File: src/rtl/uart_rx_pkg.sv
// ---------------------------------------------------------------------------
// uart_rx_pkg
// Shared constants and helpers for the UART receiver host-side controller.
//   - Legal prescale values accepted by the RX core (8, 16, 32)
//   - Configuration FSM state encoding
//   - Default runtime configuration restored at reset
//   - Small helpers for prescale legality and saturating counters
// ---------------------------------------------------------------------------
package uart_rx_pkg;

    localparam logic [5:0] PRESCALE_8  = 6'd8;
    localparam logic [5:0] PRESCALE_16 = 6'd16;
    localparam logic [5:0] PRESCALE_32 = 6'd32;

    localparam int   DEF_PRESCALE_C = 8;
    localparam logic DEF_PAR_EN_C   = 1'b1;
    localparam logic DEF_PAR_TYP_C  = 1'b0;

    localparam logic [7:0] CNT_MAX = 8'hFF;

    typedef enum logic {
        CFG_IDLE = 1'b0,
        CFG_PEND = 1'b1
    } cfg_state_e;

    // Only the three sampling ratios the RX core supports are accepted.
    function automatic logic isLegalPrescale(input logic [5:0] p);
        return (p == PRESCALE_8) || (p == PRESCALE_16) || (p == PRESCALE_32);
    endfunction

    // Error counters stick at their maximum instead of wrapping.
    function automatic logic [7:0] satInc(input logic [7:0] c);
        return (c == CNT_MAX) ? c : c + 8'd1;
    endfunction

endpackage

File: src/rtl/uart_rx_fifo.sv
// ---------------------------------------------------------------------------
// uart_rx_fifo
// Small synchronous byte FIFO between the RX capture logic and the consumer.
// The head entry is presented combinationally from storage; there is no
// same-cycle fall-through, so a pushed byte becomes visible one cycle later.
// Ports:
//   clk, rst_n   clock, asynchronous active-low reset (flushes the FIFO)
//   push_i       write data_i (ignored when full unless pop_i is also high)
//   pop_i        remove the head entry (ignored when empty)
//   data_i       write data
//   data_o       head entry
//   full_o       FIFO holds DEPTH entries
//   empty_o      FIFO holds no entries
//   level_o      current occupancy, 0..DEPTH
// ---------------------------------------------------------------------------
module uart_rx_fifo #(
    parameter int DATA_WIDTH = 8,
    parameter int DEPTH      = 4
) (
    input  logic                       clk,
    input  logic                       rst_n,
    input  logic                       push_i,
    input  logic                       pop_i,
    input  logic [DATA_WIDTH-1:0]      data_i,
    output logic [DATA_WIDTH-1:0]      data_o,
    output logic                       full_o,
    output logic                       empty_o,
    output logic [$clog2(DEPTH):0]     level_o
);

    localparam int AW = $clog2(DEPTH);

    logic [DATA_WIDTH-1:0] mem_q [DEPTH];
    logic [AW:0]           wrPtr_q;
    logic [AW:0]           rdPtr_q;
    logic                  doPush;
    logic                  doPop;

    // Pointers carry one extra wrap bit so full and empty are distinguishable.
    assign level_o = wrPtr_q - rdPtr_q;
    assign empty_o = (wrPtr_q == rdPtr_q);
    assign full_o  = (wrPtr_q[AW] != rdPtr_q[AW]) && (wrPtr_q[AW-1:0] == rdPtr_q[AW-1:0]);

    // A push into a full FIFO is still accepted when the head leaves in the
    // same cycle, since the slot being freed is the one written.
    assign doPop  = pop_i && !empty_o;
    assign doPush = push_i && (!full_o || doPop);

    assign data_o = mem_q[rdPtr_q[AW-1:0]];

    always_ff @(posedge clk or negedge rst_n) begin
        if (!rst_n) begin
            wrPtr_q <= '0;
            rdPtr_q <= '0;
            for (int i = 0; i < DEPTH; i++) begin
                mem_q[i] <= '0;
            end
        end else begin
            if (doPush) begin
                mem_q[wrPtr_q[AW-1:0]] <= data_i;
                wrPtr_q                <= wrPtr_q + 1'b1;
            end
            if (doPop) begin
                rdPtr_q <= rdPtr_q + 1'b1;
            end
        end
    end

endmodule

File: src/rtl/uart_rx_ctrl.sv
// ---------------------------------------------------------------------------
// uart_rx_ctrl
// Host-side controller for the UART receiver.
//   - Holds the runtime configuration (prescale, parity enable/type) and only
//     lets it change while the receiver is idle; writes arriving mid-frame are
//     parked in shadow registers until the frame ends.
//   - Captures one byte per frame on the rising edge of rx_data_valid into a
//     FIFO and presents it as a ready/valid stream.
//   - Keeps saturating overrun, parity-error and stop-error counters.
// Ports:
//   clk, rst_n                         clock, asynchronous active-low reset
//   cfg_wr, cfg_prescale,
//   cfg_par_en, cfg_par_typ            configuration write request
//   cfg_pending                        legal write waiting for receiver idle
//   cfg_err                            pulse: last write had illegal prescale
//   prescale, PAR_EN, PAR_TYP          applied configuration to the RX core
//   rx_busy, rx_data, rx_data_valid,
//   rx_par_err, rx_stp_err             status from the RX core
//   m_data, m_valid, m_ready           received byte stream
//   fifo_level                         FIFO occupancy
//   clr_cnt                            synchronous clear of error counters
//   ovr_cnt, par_err_cnt, stp_err_cnt  saturating error counters
// ---------------------------------------------------------------------------
module uart_rx_ctrl
    import uart_rx_pkg::*;
#(
    parameter int DATA_WIDTH   = 8,
    parameter int FIFO_DEPTH   = 4,
    parameter int DEF_PRESCALE = DEF_PRESCALE_C,
    parameter bit DEF_PAR_EN   = DEF_PAR_EN_C,
    parameter bit DEF_PAR_TYP  = DEF_PAR_TYP_C
) (
    input  logic                          clk,
    input  logic                          rst_n,
    input  logic                          cfg_wr,
    input  logic [5:0]                    cfg_prescale,
    input  logic                          cfg_par_en,
    input  logic                          cfg_par_typ,
    output logic                          cfg_pending,
    output logic                          cfg_err,
    output logic [5:0]                    prescale,
    output logic                          PAR_EN,
    output logic                          PAR_TYP,
    input  logic                          rx_busy,
    input  logic [DATA_WIDTH-1:0]         rx_data,
    input  logic                          rx_data_valid,
    input  logic                          rx_par_err,
    input  logic                          rx_stp_err,
    output logic [DATA_WIDTH-1:0]         m_data,
    output logic                          m_valid,
    input  logic                          m_ready,
    output logic [$clog2(FIFO_DEPTH):0]   fifo_level,
    input  logic                          clr_cnt,
    output logic [7:0]                    ovr_cnt,
    output logic [7:0]                    par_err_cnt,
    output logic [7:0]                    stp_err_cnt
);

    localparam logic [5:0] DEF_PRESCALE_V = 6'(DEF_PRESCALE);

    cfg_state_e cfgState_q;
    logic [5:0] prescale_q;
    logic       parEn_q;
    logic       parTyp_q;
    logic [5:0] shadowPrescale_q;
    logic       shadowParEn_q;
    logic       shadowParTyp_q;
    logic       cfgErr_q;

    logic       rxDvPrev_q;
    logic       rxBusyPrev_q;
    logic [7:0] ovrCnt_q;
    logic [7:0] parErrCnt_q;
    logic [7:0] stpErrCnt_q;

    logic       wrLegal;
    logic       pushEvt;
    logic       frameEnd;
    logic       fifoFull;
    logic       fifoEmpty;
    logic       popEvt;

    assign wrLegal  = cfg_wr && isLegalPrescale(cfg_prescale);
    assign pushEvt  = rx_data_valid && !rxDvPrev_q;
    assign frameEnd = rxBusyPrev_q && !rx_busy;
    assign m_valid  = !fifoEmpty;
    assign popEvt   = m_valid && m_ready;

    assign prescale    = prescale_q;
    assign PAR_EN      = parEn_q;
    assign PAR_TYP     = parTyp_q;
    assign cfg_pending = (cfgState_q == CFG_PEND);
    assign cfg_err     = cfgErr_q;
    assign ovr_cnt     = ovrCnt_q;
    assign par_err_cnt = parErrCnt_q;
    assign stp_err_cnt = stpErrCnt_q;

    // Configuration FSM. Applied registers only move on a cycle where
    // rx_busy is low. A write that coincides with the pending frame ending
    // is the newest request, so it is applied in place of the shadow copy.
    always_ff @(posedge clk or negedge rst_n) begin
        if (!rst_n) begin
            cfgState_q       <= CFG_IDLE;
            prescale_q       <= DEF_PRESCALE_V;
            parEn_q          <= DEF_PAR_EN;
            parTyp_q         <= DEF_PAR_TYP;
            shadowPrescale_q <= DEF_PRESCALE_V;
            shadowParEn_q    <= DEF_PAR_EN;
            shadowParTyp_q   <= DEF_PAR_TYP;
            cfgErr_q         <= 1'b0;
        end else begin
            cfgErr_q <= cfg_wr && !isLegalPrescale(cfg_prescale);
            case (cfgState_q)
                CFG_IDLE: begin
                    if (wrLegal) begin
                        if (!rx_busy) begin
                            prescale_q <= cfg_prescale;
                            parEn_q    <= cfg_par_en;
                            parTyp_q   <= cfg_par_typ;
                        end else begin
                            shadowPrescale_q <= cfg_prescale;
                            shadowParEn_q    <= cfg_par_en;
                            shadowParTyp_q   <= cfg_par_typ;
                            cfgState_q       <= CFG_PEND;
                        end
                    end
                end
                CFG_PEND: begin
                    if (!rx_busy) begin
                        if (wrLegal) begin
                            prescale_q <= cfg_prescale;
                            parEn_q    <= cfg_par_en;
                            parTyp_q   <= cfg_par_typ;
                        end else begin
                            prescale_q <= shadowPrescale_q;
                            parEn_q    <= shadowParEn_q;
                            parTyp_q   <= shadowParTyp_q;
                        end
                        cfgState_q <= CFG_IDLE;
                    end else if (wrLegal) begin
                        shadowPrescale_q <= cfg_prescale;
                        shadowParEn_q    <= cfg_par_en;
                        shadowParTyp_q   <= cfg_par_typ;
                    end
                end
                default: cfgState_q <= CFG_IDLE;
            endcase
        end
    end

    // Edge detectors and error counters. rx_data_valid stays high for
    // several cycles per frame, so only its rising edge counts as a byte;
    // the falling edge of rx_busy marks the frame end where the checker
    // flags are meaningful. A clear request overrides any increment.
    always_ff @(posedge clk or negedge rst_n) begin
        if (!rst_n) begin
            rxDvPrev_q   <= 1'b0;
            rxBusyPrev_q <= 1'b0;
            ovrCnt_q     <= '0;
            parErrCnt_q  <= '0;
            stpErrCnt_q  <= '0;
        end else begin
            rxDvPrev_q   <= rx_data_valid;
            rxBusyPrev_q <= rx_busy;
            if (clr_cnt) begin
                ovrCnt_q    <= '0;
                parErrCnt_q <= '0;
                stpErrCnt_q <= '0;
            end else begin
                if (pushEvt && fifoFull && !popEvt) begin
                    ovrCnt_q <= satInc(ovrCnt_q);
                end
                if (frameEnd && rx_par_err) begin
                    parErrCnt_q <= satInc(parErrCnt_q);
                end
                if (frameEnd && rx_stp_err) begin
                    stpErrCnt_q <= satInc(stpErrCnt_q);
                end
            end
        end
    end

    uart_rx_fifo #(
        .DATA_WIDTH (DATA_WIDTH),
        .DEPTH      (FIFO_DEPTH)
    ) uFifo (
        .clk     (clk),
        .rst_n   (rst_n),
        .push_i  (pushEvt),
        .pop_i   (popEvt),
        .data_i  (rx_data),
        .data_o  (m_data),
        .full_o  (fifoFull),
        .empty_o (fifoEmpty),
        .level_o (fifo_level)
    );

endmodule
File: config.mk
export PLATFORM = sky130hd
export DESIGN_NAME = uart_rx_ctrl
export DESIGN_NICKNAME = d
export VERILOG_FILES = /design/src/rtl/uart_rx_pkg.sv /design/src/rtl/uart_rx_fifo.sv /design/src/rtl/uart_rx_ctrl.sv
export SDC_FILE = /design/constraint.sdc
export NUM_CORES = 1
export LEC_CHECK = 0
export BUFFER_PORTS_ARGS = -buffer_cell sky130_fd_sc_hd__clkbuf_2
export CORE_ASPECT_RATIO = 1.4
export CORE_MARGIN = 1.5
export CORE_UTILIZATION = 56
export CTS_BUF_LIST = sky130_fd_sc_hd__clkbuf_2 sky130_fd_sc_hd__clkbuf_4 sky130_fd_sc_hd__clkbuf_8
export DETAILED_ROUTE_END_ITERATION = 10
export PLACE_DENSITY_LB_ADDON = 0.08
export SETUP_SLACK_MARGIN = 0.05
export SLEW_MARGIN = 20
export SYNTH_ARGS = -nofsm -noshare
export SYNTH_HDL_FRONTEND = slang
export SYNTH_SLANG_ARGS = --single-unit
File: constraint.sdc
create_clock -name clk -period 6.2 [get_ports clk]
set_input_delay 1.24 -clock clk [delete_from_list [all_inputs] [get_ports clk]]
set_output_delay 1.24 -clock clk [all_outputs]
set_load 0.05 [all_outputs]
Yosys cells after proc, flatten, opt, wreduce, memory -nomap -nowiden
Cells that the tools add are included.
Word-level totals
  output and inout port bits: 46
  bits in registers: 82
Cells by class
  add/sub/neg operators: 6
  reductions and logical operators: 30
  multiplexer cells: 45
  equality and inequality tests: 17
  $lt $le $gt $ge: 3
  bitwise operators: 3
Operators with widths (count)
  $mux W8: 12
  $mux W6: 7
  $bwmux W32: 1
  $add A8 B1 Y8 const B: 3
  $eq A8 B8 Y1 const B: 3
  $pmux W6 S2: 2
  $bmux W8 S2: 1
  $demux W8 S2: 1
  $mux W1: 16
  $ne A2 B2 Y1 const B: 8
  $logic_and A1 B1 Y1: 13
  $pmux W1 S2: 5
  $add A3 B1 Y3 const B: 2
  $eq A6 B4 Y1 const B: 1
  $eq A6 B5 Y1 const B: 1
  $eq A6 B6 Y1 const B: 1
  $ge A3 B3 Y1 const B: 2
  $logic_not A1 Y1: 6
  $not A2 Y3: 2
  $reduce_and A2 Y1: 3
  $reduce_and A3 Y1: 2
  $reduce_bool A2 Y1: 3
  $eq A3 B3 Y1: 1
  $logic_or A1 B1 Y1: 3
  5 further kinds: 5

Logic depth before layout (Yosys ltp)
  depth after elaboration: 7
  mapped depth: 9

By module
A second synthesis with hierarchy kept.
Unflattened totals
  cell total of the unflattened synthesis: 324
  area total of the unflattened synthesis: 3996.3 µm²
By module, submodules not included
  uart_rx_ctrl: area each 2153.3 µm², cells each 200, instances 1
  uart_rx_fifo: area each 1843.0 µm², cells each 124, instances 1

Worst setup path after synthesis
OpenSTA, ideal clock, no wires.
  kind: flip-flop to output port
  start point: register uFifo.wrPtr_q[0]
  end point: output port fifo_level[2]
  path buffers: 0
  setup slack: 3112 ps
  arrival time: 1848 ps
  cell stages (with the launch flop): 5
  path through: dfrtp_1 inv_1 ha_1 fa_1 xnor2_1
Between the ends
  word-level cells in the longest chain between the ends: 1
Ends and longest elaborated chain
  from (decl): RTL line uart_rx_fifo.sv:34  | logic [AW:0] wrPtr_q;
  from (signal assigned): RTL line uart_rx_fifo.sv:61  | wrPtr_q <= wrPtr_q + 1'b1;
  $sub A3 B3 Y3: RTL line uart_rx_fifo.sv:40  | assign level_o = wrPtr_q - rdPtr_q;
  to (decl): RTL line uart_rx_ctrl.sv:52  | output logic [$clog2(FIFO_DEPTH):0] fifo_level,
No other way between the ends.

Final worst setup path
  start point: register uFifo.rdPtr_q[0]
  end point: output port fifo_level[2]
Between the ends
  word-level cells in the longest chain between the ends: 1
Ends and longest elaborated chain
  from (decl): RTL line uart_rx_fifo.sv:35  | logic [AW:0] rdPtr_q;
  from (signal assigned): RTL line uart_rx_fifo.sv:64  | rdPtr_q <= rdPtr_q + 1'b1;
  $sub A3 B3 Y3: RTL line uart_rx_fifo.sv:40
No other way between the ends.

==> results.py <==
metrics = {
    "outcome": {
        "status": "completed",
    },
    "timing": {
        "skew_ps": 17.2,
        "min_period_ps": 3390,
        "rsz0062_at_grt": "false",
        "post-route-period-util": 0.548,
        "tightest_slew_ps": 729,
        "setup_viol": 0,
        "slew_violations": 0,
        "slew_headroom": 0.514,
        "fmax_mhz": 295,
        "layout_setup_ws_ps": 2810,
        "hold_viol": 0,
        "fin_setup_tns_ps": 0,
        "hold_slack_ps": 484,
    },
    "worst_setup_path": {
        "path_max_fanout": 11,
        "arrival_ps": 2150,
        "crit_required_ps": 4960,
        "endpoint_kind": "primary output",
        "ff2ff_path_depth": 6,
        "worst-setup-path-type": "flop to primary output",
        "cp-start-kind": "flop",
        "rrSetupSlack_ps": 3480,
        "worstReg2RegEnd": "ovr_cnt[6]$_DFFE_PN0P_",
        "timing.rr.start": "uFifo.rdPtr_q[1]$_DFFE_PN0P_",
        "critPathLaunch": "uFifo.rdPtr_q[0]$_DFFE_PN0P_",
    },
    "die": {
        "core_um2": 6610,
        "pin_count": 71,
        "fp.dieH_um": 101,
        "start_util": 0.582,
        "row_count": 35,
        "die_x_um": 73.1,
        "die_area_um2": 7390,
    },
    "route": {
        "routed_wl_um": 7090,
        "wire_per_inst_um": 14.8,
        "ant_nets": 0,
        "vias": 2660,
        "drt-initial-drc-count": 112,
        "drtPass1Iterations": 4,
        "drc_errors": 0,
        "vias_per_cell": 5.55,
    },
    "cells_and_area": {
        "drive_above_1_share": 0.357,
        "fin_nets": 418,
        "final_area_um2": 4510,
        "final_core_util": 0.683,
        "syn_to_final_growth_pct": 17.3,
        "n_antenna_cell": 0,
        "fillCellCount": 519,
    },
    "clock_tree": {
        "clock_path_buffers": 2,
        "htreeDepth": 3,
        "hold_buffers": 0,
        "cts_buffers": 9,
        "cts_tree": "done",
        "root_buffer": "clkbuf_8",
        "clk_latency_ps": 350,
        "clock_sinks": 82,
        "clkTransAtPathRegs_ps": 90,
        "cts_setup_buffers": 0,
        "cts_resized": 0,
    },
    "place": {
        "dpl.hpwl_um": 4820,
        "gp_congestion": 0.801,
        "io_buffers": 70,
        "placed_cell_area_um2": 4270,
        "dpl_worst_slack_ps": 3130,
    },
    "job": {
        "drv_cap": 0,
    },
    "global_routing": {
        "antenna_found_initial": 0,
        "grt_max_degree": 83,
        "grt_pass1_wl_um": 11600,
        "grt_pass1_vias": 2503,
        "overflow": 0,
        "track_usage": 0.205,
    },
    "logic_synthesis": {
        "synthTopCellsByArea": "dfrtp_1 51%, mux2_2 11%, mux4_2 4.7%",
        "ys_ff_latch": 82,
        "synthesis.nets": 349,
        "yosysMostFrequentCell": "dfrtp_1",
        "ys_types": 45,
        "synth_edf_count": 0,
        "yosysWarnings": 0,
        "ys_top_cells_by_count": "78 x dfrtp_1, 38 x mux2_2, 17 x nor2_1",
        "synth.cell_area_um2": 3850,
        "yosysTopAreaCellShare": 0.507,
        "synthFlopType": "dfrtp_1",
        "netlist_instances": 313,
        "async_flop_share": 1.00,
        "avgSynthCellArea_um2": 12.3,
        "yosysSeqAreaShare": 0.534,
        "synth_top_cell_by_area": "dfrtp_1",
    },
    "power_and_ir_drop": {
        "worst_ir_drop_vdd_mv": 0.443,
        "powerDensity_nw_per_um2": 464,
        "cellLeakagePower_nw": 2.08,
    },
    "worst_hold_path": {
        "hold_depth": 2,
        "hold_path.startpoint": "prescale[3]$_DFFE_PN1P_",
        "min_to": "prescale[3]$_DFFE_PN1P_",
        "hold_path.class": "flop to flop",
    },
}
==> routing by layer <==
| metal | routed length (um) | up-vias | GRT usage |
|---|---|---|---|
| met1 | 3260 | 1311 | 0.271 |
| met4 | 53 | 0 | 0.0653 |
| met2 | 3480 | 52 | 0.334 |
| met3 | 301 | 5 | 0.0470 |
| li1 | - | 1292 | - |
| met5 | 0 | - | 0 |
==> worst max-delay path by stage <==
stage	depth (start not counted)	slack [ps]	to
CTS	4	2740	fifo_level[2]
floorplan	4	3110	fifo_level[2]
global route	4	2660	fifo_level[2]
global placement	4	3180	fifo_level[2]
detailed placement	4	3130	fifo_level[2]
finish	4	2810	fifo_level[2]
==> area by class of cell <==
class / instances / area [um^2] / share of cell area
clock inverters: 5 / 85.1 / 0.0188
clock buffers: 11 / 151 / 0.0335
flip-flops and latches: 82 / 2060 / 0.456
repair buffers: 70 / 357 / 0.0790
multi-input cells: 204 / 1690 / 0.375
inverters: 15 / 56.3 / 0.0125
well taps: 92 / 115 / 0.0255
==> kinds of logic after synthesis <==
logic type                 synth area share
buffers and inverters                0.0270
muxes                                 0.163
adders and majority gates            0.0377
AOI/OAI and AO/OA                    0.0897
xor gates and xnor gates             0.0341
DFF                                   0.534
and+or+nand+nor                       0.114
==> power breakdown <==
group / internal (mW) / total [mW] / switching, mW
Combinational: 0.314 / 0.864 / 0.549
Clock: 0.251 / 0.439 / 0.188
Sequential: 0.686 / 0.792 / 0.107
==> worst max-delay path, stage by stage, from the launching register on <==
cell	delay, ps
dfrtp_1	620
ha_1	340
fa_1	380
xnor2_1	160
clkbuf_2	290
==> sequential cells by signal, indices dropped and copies added (netlist names), 3 cells and up <==
register and cells:
uFifo.mem_q 32, ovr_cnt 8, par_err_cnt 8, stp_err_cnt 8, prescale 6, shadowPrescale_q 6
uFifo.rdPtr_q 3, uFifo.wrPtr_q 3
==> cell usage in the layout (no fill, tap or decap), drive strengths merged, types with 3 or more instances in the layout <==
cell     n
mux2    38
nand2   15
nand3   10
or4      9
and2     5
dfrtp   78
nand2b   3
nor3     6
o41ai    3
a22o     3
o21ai    6
dfstp    4
clkbuf  80
inv     16
a211oi   3
mux4     8
a221oi   5
xnor2   12
nor2    17
nor4b    3
ha      10
xor2     3
a21oi   13
or3      3
o31ai    6
==> through the flow <==
stage | cells | power (mW)
after floorplan | 313 | 1.49
after global placement | 463 | 1.66
after detailed placement | 463 | 1.68
after CTS | 479 | 2.12
after global routing | 479 | 2.21
final | 479 | 2.10
Note: power is estimated with default switching activity, not from simulation.
